## config.mk

```make
export PLATFORM = sky130hd
export DESIGN_NAME = cfg_space_arbiter
export DESIGN_NICKNAME = d
export VERILOG_FILES = /design/src/rtl/cfg_space_arbiter.sv
export SDC_FILE = /design/constraint.sdc
export NUM_CORES = 1
export LEC_CHECK = 0
export ABC_AREA = 1
export CAP_MARGIN = 20
export CELL_PAD_IN_SITES_DETAIL_PLACEMENT = 0
export CELL_PAD_IN_SITES_GLOBAL_PLACEMENT = 1
export CORE_ASPECT_RATIO = 1.1
export CORE_UTILIZATION = 27
export CTS_CLUSTER_DIAMETER = 150
export CTS_CLUSTER_SIZE = 16
export DETAILED_ROUTE_END_ITERATION = 8
export GPL_TIMING_DRIVEN = 0
export MAX_ROUTING_LAYER = met4
export PLACE_DENSITY = 0.91
export SLEW_MARGIN = 20
export SYNTH_ARGS = -nofsm -noshare
export SYNTH_HDL_FRONTEND = slang
export SYNTH_SLANG_ARGS = --single-unit
```

## constraint.sdc

```tcl
create_clock -name S_CLK -period 4.2 [get_ports S_CLK]
set_input_delay 0.84 -clock S_CLK [delete_from_list [all_inputs] [get_ports S_CLK]]
set_output_delay 0.84 -clock S_CLK [all_outputs]
set_load 0.03 [all_outputs]
```

## src/rtl/cfg_space_arbiter.sv

```systemverilog
// Round-robin arbiter sharing one configuration-space port among NUM_REQ requesters.
// Grant pulse, field capture, timed-out wait for ack, then a one-cycle response pulse.
module cfg_space_arbiter #(
  parameter int NUM_REQ = 4,
  parameter int DATA_WD = 32,
  parameter int ADDR_WD = 16,
  parameter int TIMEOUT = 255
) (
  input  logic                       S_CLK,
  input  logic                       PRESETn,
  input  logic [NUM_REQ-1:0]         req_i,
  input  logic [NUM_REQ-1:0]         req_write_i,
  input  logic [NUM_REQ*ADDR_WD-1:0] req_addr_i,
  input  logic [NUM_REQ*DATA_WD-1:0] req_data_i,
  input  logic [NUM_REQ*4-1:0]       req_strb_i,
  output logic [NUM_REQ-1:0]         grant_o,
  output logic                       cs_valid_o,
  output logic                       cs_write_o,
  output logic [ADDR_WD-1:0]         cs_addr_o,
  output logic [DATA_WD-1:0]         cs_data_o,
  output logic [3:0]                 cs_strb_o,
  input  logic                       cs_ack_i,
  input  logic                       cs_rvalid_i,
  input  logic [DATA_WD-1:0]         cs_rdata_i,
  output logic [NUM_REQ-1:0]         rsp_ack_o,
  output logic                       rsp_valid_o,
  output logic [DATA_WD-1:0]         rsp_data_o,
  output logic                       rsp_err_o
);

  localparam int IDX_WD = $clog2(NUM_REQ);
  localparam int CNT_WD = $clog2(TIMEOUT + 1);
  localparam logic [IDX_WD:0]   NREQ_W  = (IDX_WD+1)'(NUM_REQ);
  localparam logic [CNT_WD-1:0] TO_LAST = CNT_WD'(TIMEOUT - 1);

  localparam logic [2:0] ST_IDLE    = 3'd0;
  localparam logic [2:0] ST_GRANT   = 3'd1;
  localparam logic [2:0] ST_CAPTURE = 3'd2;
  localparam logic [2:0] ST_WAIT    = 3'd3;
  localparam logic [2:0] ST_RESPOND = 3'd4;

  logic [2:0]         state_q, state_d;
  logic [IDX_WD-1:0]  winner_q, winner_d;
  logic [IDX_WD-1:0]  last_q, last_d;
  logic [CNT_WD-1:0]  cnt_q, cnt_d;
  logic               write_q, write_d;
  logic [ADDR_WD-1:0] addr_q, addr_d;
  logic [DATA_WD-1:0] data_q, data_d;
  logic [3:0]         strb_q, strb_d;
  logic               rvalid_q, rvalid_d;
  logic [DATA_WD-1:0] rdata_q, rdata_d;
  logic               err_q, err_d;

  logic [IDX_WD-1:0]  sel_idx;
  logic [IDX_WD:0]    cand;

  // Walk from farthest to nearest so the requester closest after last_q wins.
  always_comb begin
    sel_idx = last_q;
    cand    = '0;
    for (int i = NUM_REQ; i >= 1; i--) begin
      cand = {1'b0, last_q} + (IDX_WD+1)'(i);
      if (cand >= NREQ_W) cand = cand - NREQ_W;
      if (req_i[cand[IDX_WD-1:0]]) sel_idx = cand[IDX_WD-1:0];
    end
  end

  always_comb begin
    state_d  = state_q;
    winner_d = winner_q;
    last_d   = last_q;
    cnt_d    = cnt_q;
    write_d  = write_q;
    addr_d   = addr_q;
    data_d   = data_q;
    strb_d   = strb_q;
    rvalid_d = rvalid_q;
    rdata_d  = rdata_q;
    err_d    = err_q;
    case (state_q)
      ST_IDLE: begin
        if (|req_i) begin
          winner_d = sel_idx;
          state_d  = ST_GRANT;
        end
      end
      ST_GRANT: state_d = ST_CAPTURE;
      ST_CAPTURE: begin
        write_d = req_write_i[winner_q];
        addr_d  = req_addr_i[winner_q*ADDR_WD +: ADDR_WD];
        data_d  = req_data_i[winner_q*DATA_WD +: DATA_WD];
        strb_d  = req_strb_i[winner_q*4 +: 4];
        cnt_d   = '0;
        state_d = ST_WAIT;
      end
      ST_WAIT: begin
        if (cs_ack_i) begin
          rvalid_d = cs_rvalid_i & ~write_q;
          // Writes leave the broadcast read data untouched.
          if (!write_q) rdata_d = cs_rdata_i;
          err_d    = 1'b0;
          state_d  = ST_RESPOND;
        end else if (cnt_q == TO_LAST) begin
          err_d    = 1'b1;
          rvalid_d = 1'b0;
          state_d  = ST_RESPOND;
        end else begin
          cnt_d = cnt_q + CNT_WD'(1);
        end
      end
      ST_RESPOND: begin
        last_d  = winner_q;
        state_d = ST_IDLE;
      end
      default: state_d = ST_IDLE;
    endcase
  end

  always_ff @(posedge S_CLK or negedge PRESETn) begin
    if (!PRESETn) begin
      state_q  <= ST_IDLE;
      winner_q <= '0;
      last_q   <= IDX_WD'(NUM_REQ - 1);
      cnt_q    <= '0;
      write_q  <= 1'b0;
      addr_q   <= '0;
      data_q   <= '0;
      strb_q   <= '0;
      rvalid_q <= 1'b0;
      rdata_q  <= '0;
      err_q    <= 1'b0;
    end else begin
      state_q  <= state_d;
      winner_q <= winner_d;
      last_q   <= last_d;
      cnt_q    <= cnt_d;
      write_q  <= write_d;
      addr_q   <= addr_d;
      data_q   <= data_d;
      strb_q   <= strb_d;
      rvalid_q <= rvalid_d;
      rdata_q  <= rdata_d;
      err_q    <= err_d;
    end
  end

  for (genvar gi = 0; gi < NUM_REQ; gi++) begin : g_onehot
    assign grant_o[gi]   = (state_q == ST_GRANT)   && (winner_q == IDX_WD'(gi));
    assign rsp_ack_o[gi] = (state_q == ST_RESPOND) && (winner_q == IDX_WD'(gi));
  end

  assign cs_valid_o  = (state_q == ST_WAIT);
  assign cs_write_o  = write_q;
  assign cs_addr_o   = addr_q;
  assign cs_data_o   = data_q;
  assign cs_strb_o   = strb_q;
  assign rsp_valid_o = (state_q == ST_RESPOND) && rvalid_q;
  assign rsp_err_o   = (state_q == ST_RESPOND) && err_q;
  assign rsp_data_o  = rdata_q;

endmodule

```

=== Word level (Yosys, flattened, before mapping) ===
Index checks and enable logic that the tools add are counted.

* Flip-flop bits (word level): 102
* Input port bits: 252
* Output and inout bits: 96
* Word-level logic and storage cells: 95

* Add/sub/neg operators: 9
* $lt $le $gt $ge: 9
* Equal/unequal tests: 12
* Shift-type cells: 3
* Multiplexer cells: 29
* Bitwise operators: 2
* Reductions and logical operators: 20

{| class="wikitable"
|+ Operators by type and width
! operator !! count
|-
| $shiftx 128x8->32 || 1
|-
| $shiftx 64x7->16 || 1
|-
| $mux 2 || 8
|-
| $mux 8 || 2
|-
| $pmux 8 s2 || 1
|-
| $shiftx 16x5->4 || 1
|-
| $lt 2x3->1 const B || 5
|-
| $ge 3x3->1 const B || 4
|-
| $pmux 3 s4 || 1
|-
| $bmux 1 s2 || 5
|-
| $logic_and 1x1->1 || 10
|-
| $mux 1 || 9
|-
| $mux 3 || 3
|-
| $add 8x1->8 const B || 1
|-
| $eq 8x8->1 const B || 1
|-
| $sub 2x1->2 const B || 4
|-
| $add 2x2->3 const B || 2
|-
| $eq 3x2->1 const B || 2
|-
| $ne 2x2->1 const B || 3
|-
| $reduce_and 2->1 || 3
|-
| $reduce_and 3->1 || 2
|-
| $eq 2x2->1 const B || 2
|-
| $reduce_bool 2->1 || 2
|-
| $reduce_or 4->1 || 1
|-
| 10 further kinds || 10
|}

=== Depth between registers and ports, before layout ===
Gate-level depths: netlist of the first run.

* Depth after elaboration: 9
* Depth in mapped cells: 11
* Mapped depth without buffers: 11

=== Worst setup path after synthesis of the first run ===
OpenSTA, ideal clock, no wires.

* Path kind: reg-to-output
* Start point: register winner_q[1]
* End point: output port grant_o[0]
* Data arrival time: 1.435 ns
* Data required time: 3.360 ns
* Path slack: 1.925 ns
* Stages on the path, launching flop included: 6
* Buffers on the path: 2
* Path through: dfrtp_1 buf_2 nor2_4 clkbuf_1 inv_1 nor2_1

* Word-level cells in the longest chain between the ends: 2

{| class="wikitable"
|+ Ends and longest elaborated chain
! item !! RTL line !! RTL
|-
| start, declared || 43 || <nowiki>logic [IDX_WD-1:0] winner_q, winner_d;</nowiki>
|-
| start signal, assigned || 134 || <nowiki>winner_q <= winner_d;</nowiki>
|-
| $logic_not 2->1 || 148 || <nowiki>assign grant_o[gi] = (state_q == ST_GRANT) && (winner_q == IDX_WD'(gi));</nowiki>
|-
| $logic_and 1x1->1 || 148 ||
|-
| end, declared || 16 || <nowiki>output logic [NUM_REQ-1:0] grant_o,</nowiki>
|}

No other way between the ends.

=== Worst setup path in the final report of the first run ===
Ends and elaborated chain as after synthesis.

==> results of run 1 <==
## routing by layer
layer | GRT usage, % | up-vias | routed length [um]
li1 | - | 3011 | -
met1 | 24.68 | 2824 | 8863
met2 | 39.23 | 259 | 11520
met3 | 5.405 | 24 | 1752
met4 | 5.939 | 0 | 372
met5 | - | - | 0
## power by group through the flow
stage	registers [mW]	clock network (mW)	logic, mW
after global routing	1.78	0.891	4.63
final	1.72	0.831	4.29
after CTS	1.71	0.859	4.34
after global placement	1.70	0	4.29
after detailed placement	1.73	0	4.32
after floorplan	2.49	0	1.73
## per-stage QoR
| stage | worst slack [ns] | area, um^2 |
|---|---|---|
| 6_report | 0.6822 | 9652 |
| 5_1_grt | 0.5737 | 9652 |
| 4_1_cts | 0.6555 | 9647 |
| 3_5_place_dp | 1.047 | 9354 |
| 3_3_place_gp | -1.782 | 9325 |
| 2_1_floorplan | 1.925 | 5537 |
## registers in the layout, summed over array words and instances, names as in the netlist
name,cells
err_q,1
cs_strb_o,4
cnt_q,8
state_q,3
cs_addr_o,16
cs_data_o,32
rsp_data_o,32
rvalid_q,1
winner_q,2
last_q,2
cs_write_o,1
## synth_stat cells
master / instances
mux2_4: 30
a31oi_1: 9
buf_6: 3
dfstp_2: 2
a22oi_1: 19
nor4_1: 1
nand4_1: 45
nor2_1: 36
dfrtp_1: 100
nand3_2: 1
mux2_2: 2
nor2_2: 2
buf_2: 23
nand3_1: 13
a21oi_1: 5
clkbuf_1: 10
xor2_1: 1
o31ai_1: 1
nor3_1: 1
inv_1: 24
ha_1: 2
o21ai_0: 10
inv_2: 5
nor2_4: 3
nand2_2: 2
nand2_1: 356
## worst min path at each step
stage / cells past startpoint / startpoint / slack, ns / end
floorplan: 2 / cnt_q[4] / 0.49 / cnt_q[4]
global placement: 2 / cs_data_o[18] / 0.46 / cs_data_o[18]
detailed placement: 2 / cs_addr_o[8] / 0.46 / cs_addr_o[8]
CTS: 1 / PRESETn / 0.43 / cs_addr_o[0]
global route: 1 / PRESETn / 0.45 / cs_addr_o[0]
finish: 1 / PRESETn / 0.42 / cs_addr_o[0]
## kinds of logic (layout without fill, tap and decap cells)
| group | after synthesis | after routing |
|---|---|---|
| muxes | 32 | 32 |
| buffers and inverters | 65 | 429 |
| AOI/OAI and AO/OA | 44 | 44 |
| xor gates and xnor gates | 1 | 1 |
| other | 0 | 2 |
| and+or+nand+nor | 460 | 460 |
| adders and majority gates | 2 | 2 |
| DFF | 102 | 102 |
## critical path, delay by kind of cell (launching register included)
family | cells | cell delay, ns
buffers and inverters | 4 | 1.55
AND/OR/NAND/NOR | 2 | 0.41
flip-flops | 1 | 0.36
## layout by cell type (no fill, tap or decap), drive strengths merged, types with 5 or more instances in the layout
cell	n
a21oi	5
a22oi	19
a31oi	9
buf	28
clkbuf	20
clkdlybuf4s50	346
dfrtp	100
inv	31
mux2	32
nand2	358
nand3	14
nand4	45
nor2	41
o21ai	10
## final cells by class
| cell class | instances | share of cell area [%] |
|---|---|---|
| diodes | 2 | 0.05185 |
| inverters | 29 | 1.128 |
| flip-flops and latches | 102 | 26.47 |
| plain buffers | 36 | 1.932 |
| multi-input cells | 539 | 27.83 |
| repair buffers | 348 | 36.28 |
| well taps | 252 | 3.267 |
| clock buffers | 10 | 2.476 |
| clock inverters | 6 | 0.5574 |
==> run metrics, run 1 <==
status=finished, violations left; failing checks=DRC; Crit Path Class=flop to primary output; share of cells above drive strength 1=8.505%; hold_ws=0.4158 ns; reg-to-reg critical path startpoint=state_q[0]; Yosys top cell area share=45.20%; Synth Area in Simple Gates=34.28%; htree depth=3; drc violations=48; worst slew pin tran=0.8586 ns; Critical Path RT=3.36 ns; Layout Cells excl Fill=1324; DR vias=6118; Leakage=4.343 nW; Max-slew headroom=42.76%; Seq pwr share=25.1%; dpl cells=1306; reg-to-reg setup timing slack=2.17 ns; CTS root buffer=clkbuf_16; Reg clk slew, reported paths=0.07 ns; core footprint=19930 um^2; IO Count=348; post-synthesis adder-cell area fraction=0.4520%; FF-to-FF End=cs_addr_o[13]; CP max FO=10; Final Max Slew Viols=0; total grt overflow=0; Max VDD drop=0.0002194 V; final setup vio count=0; CTS resizes=0; CTS Buffer Depth=2; Pint=3.602 mW; Yosys reg bits=102; RSZ-0062 raised after global routing=no; Min-Delay Path Class=primary input to async pin; Tmin final=3.518 ns; biggest area consumer among synthesized cells=dfrtp_1; Net Sw Frac=47.29%; Post-Syn Instances=706; largest family of logic cells by synthesized area=simple AND/OR/NAND/NOR gates; Slowest-stage cell, CP=clkdlybuf4s50_1; antenna-violating nets left=0; first-pass GRT wire length=34340 um; TritonRoute pass-1 iters=7; reg2reg path depth=5; Starting DRT DRC Count=335; Synth Area in XOR/XNOR=0.1582%; Fillers=1924; Wirelength per Cell=17.00 um; latest clock arrival within the worst-skew pair=0.35 ns; initial antenna violation count=2; Tcrit/Tclk final=83.76%; post-DP HPWL=17520 um; # rows=54; CTS Hold Buffers Added=0; Die ar.=21080 um^2; Area Overhead vs Synth=74.33%; Synth cell types=26; type of origin of the critical path=flop; post-synthesis compound-gate area fraction=5.085%; number of I/O port buffers=347; final wirelength=22510 um; P_sw=3.231 mW; post-synthesis mux area share=8.542%; Max-Cap Viols=0; Setup crit end=grant_o[0]; largest net degree at the start of global routing=57; setup_tns=0 ns; clock skew=0.006919 ns; sequential share of the synthesized area=46.15%; Clock Sinks=102; CTS Buf Count=9; mapped cell area=5537 um^2; Area contributors post-synth=dfrtp_1 45%, nand2_1 24%, mux2_4 8.1%, nand4_1 5.1%, a22oi_1 2.6%; warnings from Yosys=0; Worst Path Arrival=2.68 ns; Cell Chain, Critical Path=buf_2 > nor2_4 > clkbuf_1 > inv_1 > nor2_1 > clkdlybuf4s50_1; Hold Vio Cnt, Final=0; Overall Global Routing Usage=22.13%; vias per inst=4.621; CP Capture Type=primary output; Syn Area/Cell=7.842 um^2; Final GP Congestion=0.8911; Clock Power Share=12.2%; Die Ht=152.2 um; starting density of the core=27.78%; # nets final=1319; CTS tree=done; Comb pwr share=62.7%; Die Span X=138.5 um; fmax=0.2843 GHz; area of the multi-input gates=2686 um^2; Core Util, Final=48.42%; total design power=6.834 mW; critical path startpoint=winner_q[1]; power per cell area=708.0 nW/um^2; Post-Syn Nets=960; Worst path max stage delay=0.69 ns; Seq. cell area=2555 um^2; Post-CTS Repair Setup Buffers=0; vias in the first global route=6011
Note: power is estimated with default switching activity, not from simulation.
==> run 2, diff against run 1 <==
--- a/config.mk
+++ b/config.mk
@@ -10,13 +10,13 @@
 export CELL_PAD_IN_SITES_DETAIL_PLACEMENT = 0
 export CELL_PAD_IN_SITES_GLOBAL_PLACEMENT = 1
 export CORE_ASPECT_RATIO = 1.1
-export CORE_UTILIZATION = 27
+export CORE_UTILIZATION = 25
 export CTS_CLUSTER_DIAMETER = 150
 export CTS_CLUSTER_SIZE = 16
 export DETAILED_ROUTE_END_ITERATION = 8
 export GPL_TIMING_DRIVEN = 0
 export MAX_ROUTING_LAYER = met4
-export PLACE_DENSITY = 0.91
+export PLACE_DENSITY = 0.86
 export SLEW_MARGIN = 20
 export SYNTH_ARGS = -nofsm -noshare
 export SYNTH_HDL_FRONTEND = slang
==> constraint.sdc (replaced) <==
create_clock -name S_CLK -period 3.3 [get_ports S_CLK]
set_input_delay 0.66 -clock S_CLK [delete_from_list [all_inputs] [get_ports S_CLK]]
set_output_delay 0.66 -clock S_CLK [all_outputs]
set_load 0.03 [all_outputs]
==> run 2 against run 1 <==
  * The flow now finishes without violations
  * Sequential power increased by 27%
  * Final cell count increased by 2.6%
  * Utilization shrank 3.3 points
  * Routed wire length is 1.1% lower
  * Combinational power is 27% higher
  * Critical endpoint is now grant_o[1]
  * Worst hold slack worse by 0.20 ns
==> run metrics, run 2 (synthesized netlist as in run 1, its figures left out) <==
Setup crit end=grant_o[1]; Worst Path Arrival=2.41 ns; hold_ws=0.2118 ns; CTS Buf Count=9; Tmin final=3.073 ns; reg2reg path depth=7; Die ar.=22750 um^2; dpl cells=1344; drc violations=0; final setup vio count=0; Bufs and invs on worst path=4; DR vias=6090; Reg clk slew, reported paths=0.08 ns; # rows=56; latest clock arrival within the worst-skew pair=0.35 ns; area of the multi-input gates=2686 um^2; Min-Delay Path Class=primary input to async pin; Clock Power Share=12.8%; initial antenna violation count=0; Comb pwr share=62.2%; number of I/O port buffers=347; status=complete, no violations; critical path startpoint=winner_q[1]; first-pass GRT wire length=31670 um; Die Span X=143.9 um; antenna cell count=0; CP max FO=10; reg-to-reg critical path startpoint=winner_q[1]; Post-CTS Repair Setup Buffers=0; Tcrit/Tclk final=93.11%; clock skew=0.01093 ns; type of origin of the critical path=flop; power per cell area=898.1 nW/um^2; CTS tree=done; vias in the first global route=5823; FF-to-FF End=cs_data_o[11]; most common cell after layout, fill and taps aside=nand2_1; final wirelength=22270 um; post-DP HPWL=17670 um; Seq. cell area=2555 um^2; Final GP Congestion=0.8100; CTS Buffer Depth=2; Starting DRT DRC Count=320; Overall Global Routing Usage=19.28%; CTS root buffer=clkbuf_16; Slowest-stage cell, CP=clkdlybuf4s50_1; # nets final=1318; vias per inst=4.481; IO Count=348; CP Capture Type=primary output; CTS resizes=0; htree depth=3; RSZ-0062 raised after global routing=no; Net Sw Frac=46.73%; total grt overflow=0; Cell Chain, Critical Path=buf_2 > nor2_4 > clkbuf_4 > inv_1 > nor2_1 > clkdlybuf4s50_1; largest net degree at the start of global routing=64; Clock Sinks=102; worst slew pin tran=0.7370 ns; Max-Cap Viols=0; core footprint=21510 um^2; WP depth=6; antenna-violating nets left=0; Pint=4.645 mW; Top delay family on crit path=buffers and inverters; Layout Cells excl Fill=1359; Hold Vio Cnt, Final=0; CTS Hold Buffers Added=0; Fillers=2147; fmax=0.3254 GHz; Crit Path Class=flop to primary output; Leakage=4.351 nW; Seq pwr share=25.0%; Max-slew headroom=50.87%; P_sw=4.074 mW; Die Ht=158.1 um; Critical Path RT=2.64 ns; commonest non-fill, non-tap cells in the layout=356 x nand2_1, 346 x clkdlybuf4s50_1, 100 x dfrtp_1, 45 x nand4_1, 36 x nor2_1; Area Overhead vs Synth=75.34%; Max VDD drop=0.0002769 V; Wirelength per Cell=16.39 um; starting density of the core=25.74%; Worst path max stage delay=0.68 ns; TritonRoute pass-1 iters=5; Final Max Slew Viols=0; reg-to-reg setup timing slack=1.28 ns; share of cells above drive strength 1=8.419%
run 2: through the flow:
step / power [mW] / worst slack [ns] / utilization, % / cell area (um^2) / TNS (ns)
4_1_cts: 8.856 / 0.08036 / 45.12 / 9706 / 0
3_5_place_dp: 7.690 / 0.2527 / 43.71 / 9402 / 0
2_1_floorplan: 5.377 / 1.205 / - / 5537 / 0
3_3_place_gp: 7.621 / -2.575 / 43.57 / 9373 / -258.58
6_report: 8.718 / 0.2272 / 45.13 / 9708 / 0
5_1_grt: 9.322 / 0.05719 / 45.13 / 9708 / 0
run 2: cell type report:
cell class | count | area share [%]
plain buffers | 35 | 1.907
clock buffers | 10 | 2.359
clock inverters | 6 | 0.8120
inverters | 29 | 1.121
multi-input cells | 539 | 27.67
flip-flops and latches | 102 | 26.32
well taps | 290 | 3.738
repair buffers | 348 | 36.07
run 2: worst min path at each step:
stage / end / slack (ns)
after floorplan: cnt_q[0] / 0.36
after global placement: cs_data_o[18] / 0.46
after detailed placement: cs_addr_o[2] / 0.46
after CTS: rsp_data_o[24] / 0.21
after global routing: rsp_data_o[24] / 0.23
final: rsp_data_o[24] / 0.21
run 2: power groups by stage:
stage                     sequential (mW)  clock [mW]  combinational (mW)
after floorplan                      3.17           0                2.21
after global placement               2.17           0                5.45
after detailed placement             2.20           0                5.49
after CTS                            2.18        1.17                5.51
after global routing                 2.24        1.20                5.88
final                                2.18        1.11                5.43
run 2: worst reg2reg max path, delay by kind of cell, from the launching register on:
kind	cells	cell delay (ns)
simple gates	5	0.89
buf+inv	2	0.71
flops	1	0.36
run 2: metal layers:
metal,vias up,part of all wire [%],track usage [%]
met2,258,52,34.12
met4,0,1.2,5.268
met5,-,0,-
li1,3011,-,-
met3,17,7.5,3.872
met1,2804,39,21.96
==> run 3, diff against run 2 <==
--- a/config.mk
+++ b/config.mk
@@ -11,7 +11,6 @@
 export CELL_PAD_IN_SITES_GLOBAL_PLACEMENT = 1
 export CORE_ASPECT_RATIO = 1.1
 export CORE_UTILIZATION = 25
-export CTS_CLUSTER_DIAMETER = 150
 export CTS_CLUSTER_SIZE = 16
 export DETAILED_ROUTE_END_ITERATION = 8
 export GPL_TIMING_DRIVEN = 0
==> results of run 3 <==
Final layout, timing and power as in run 2 (identical DEF).
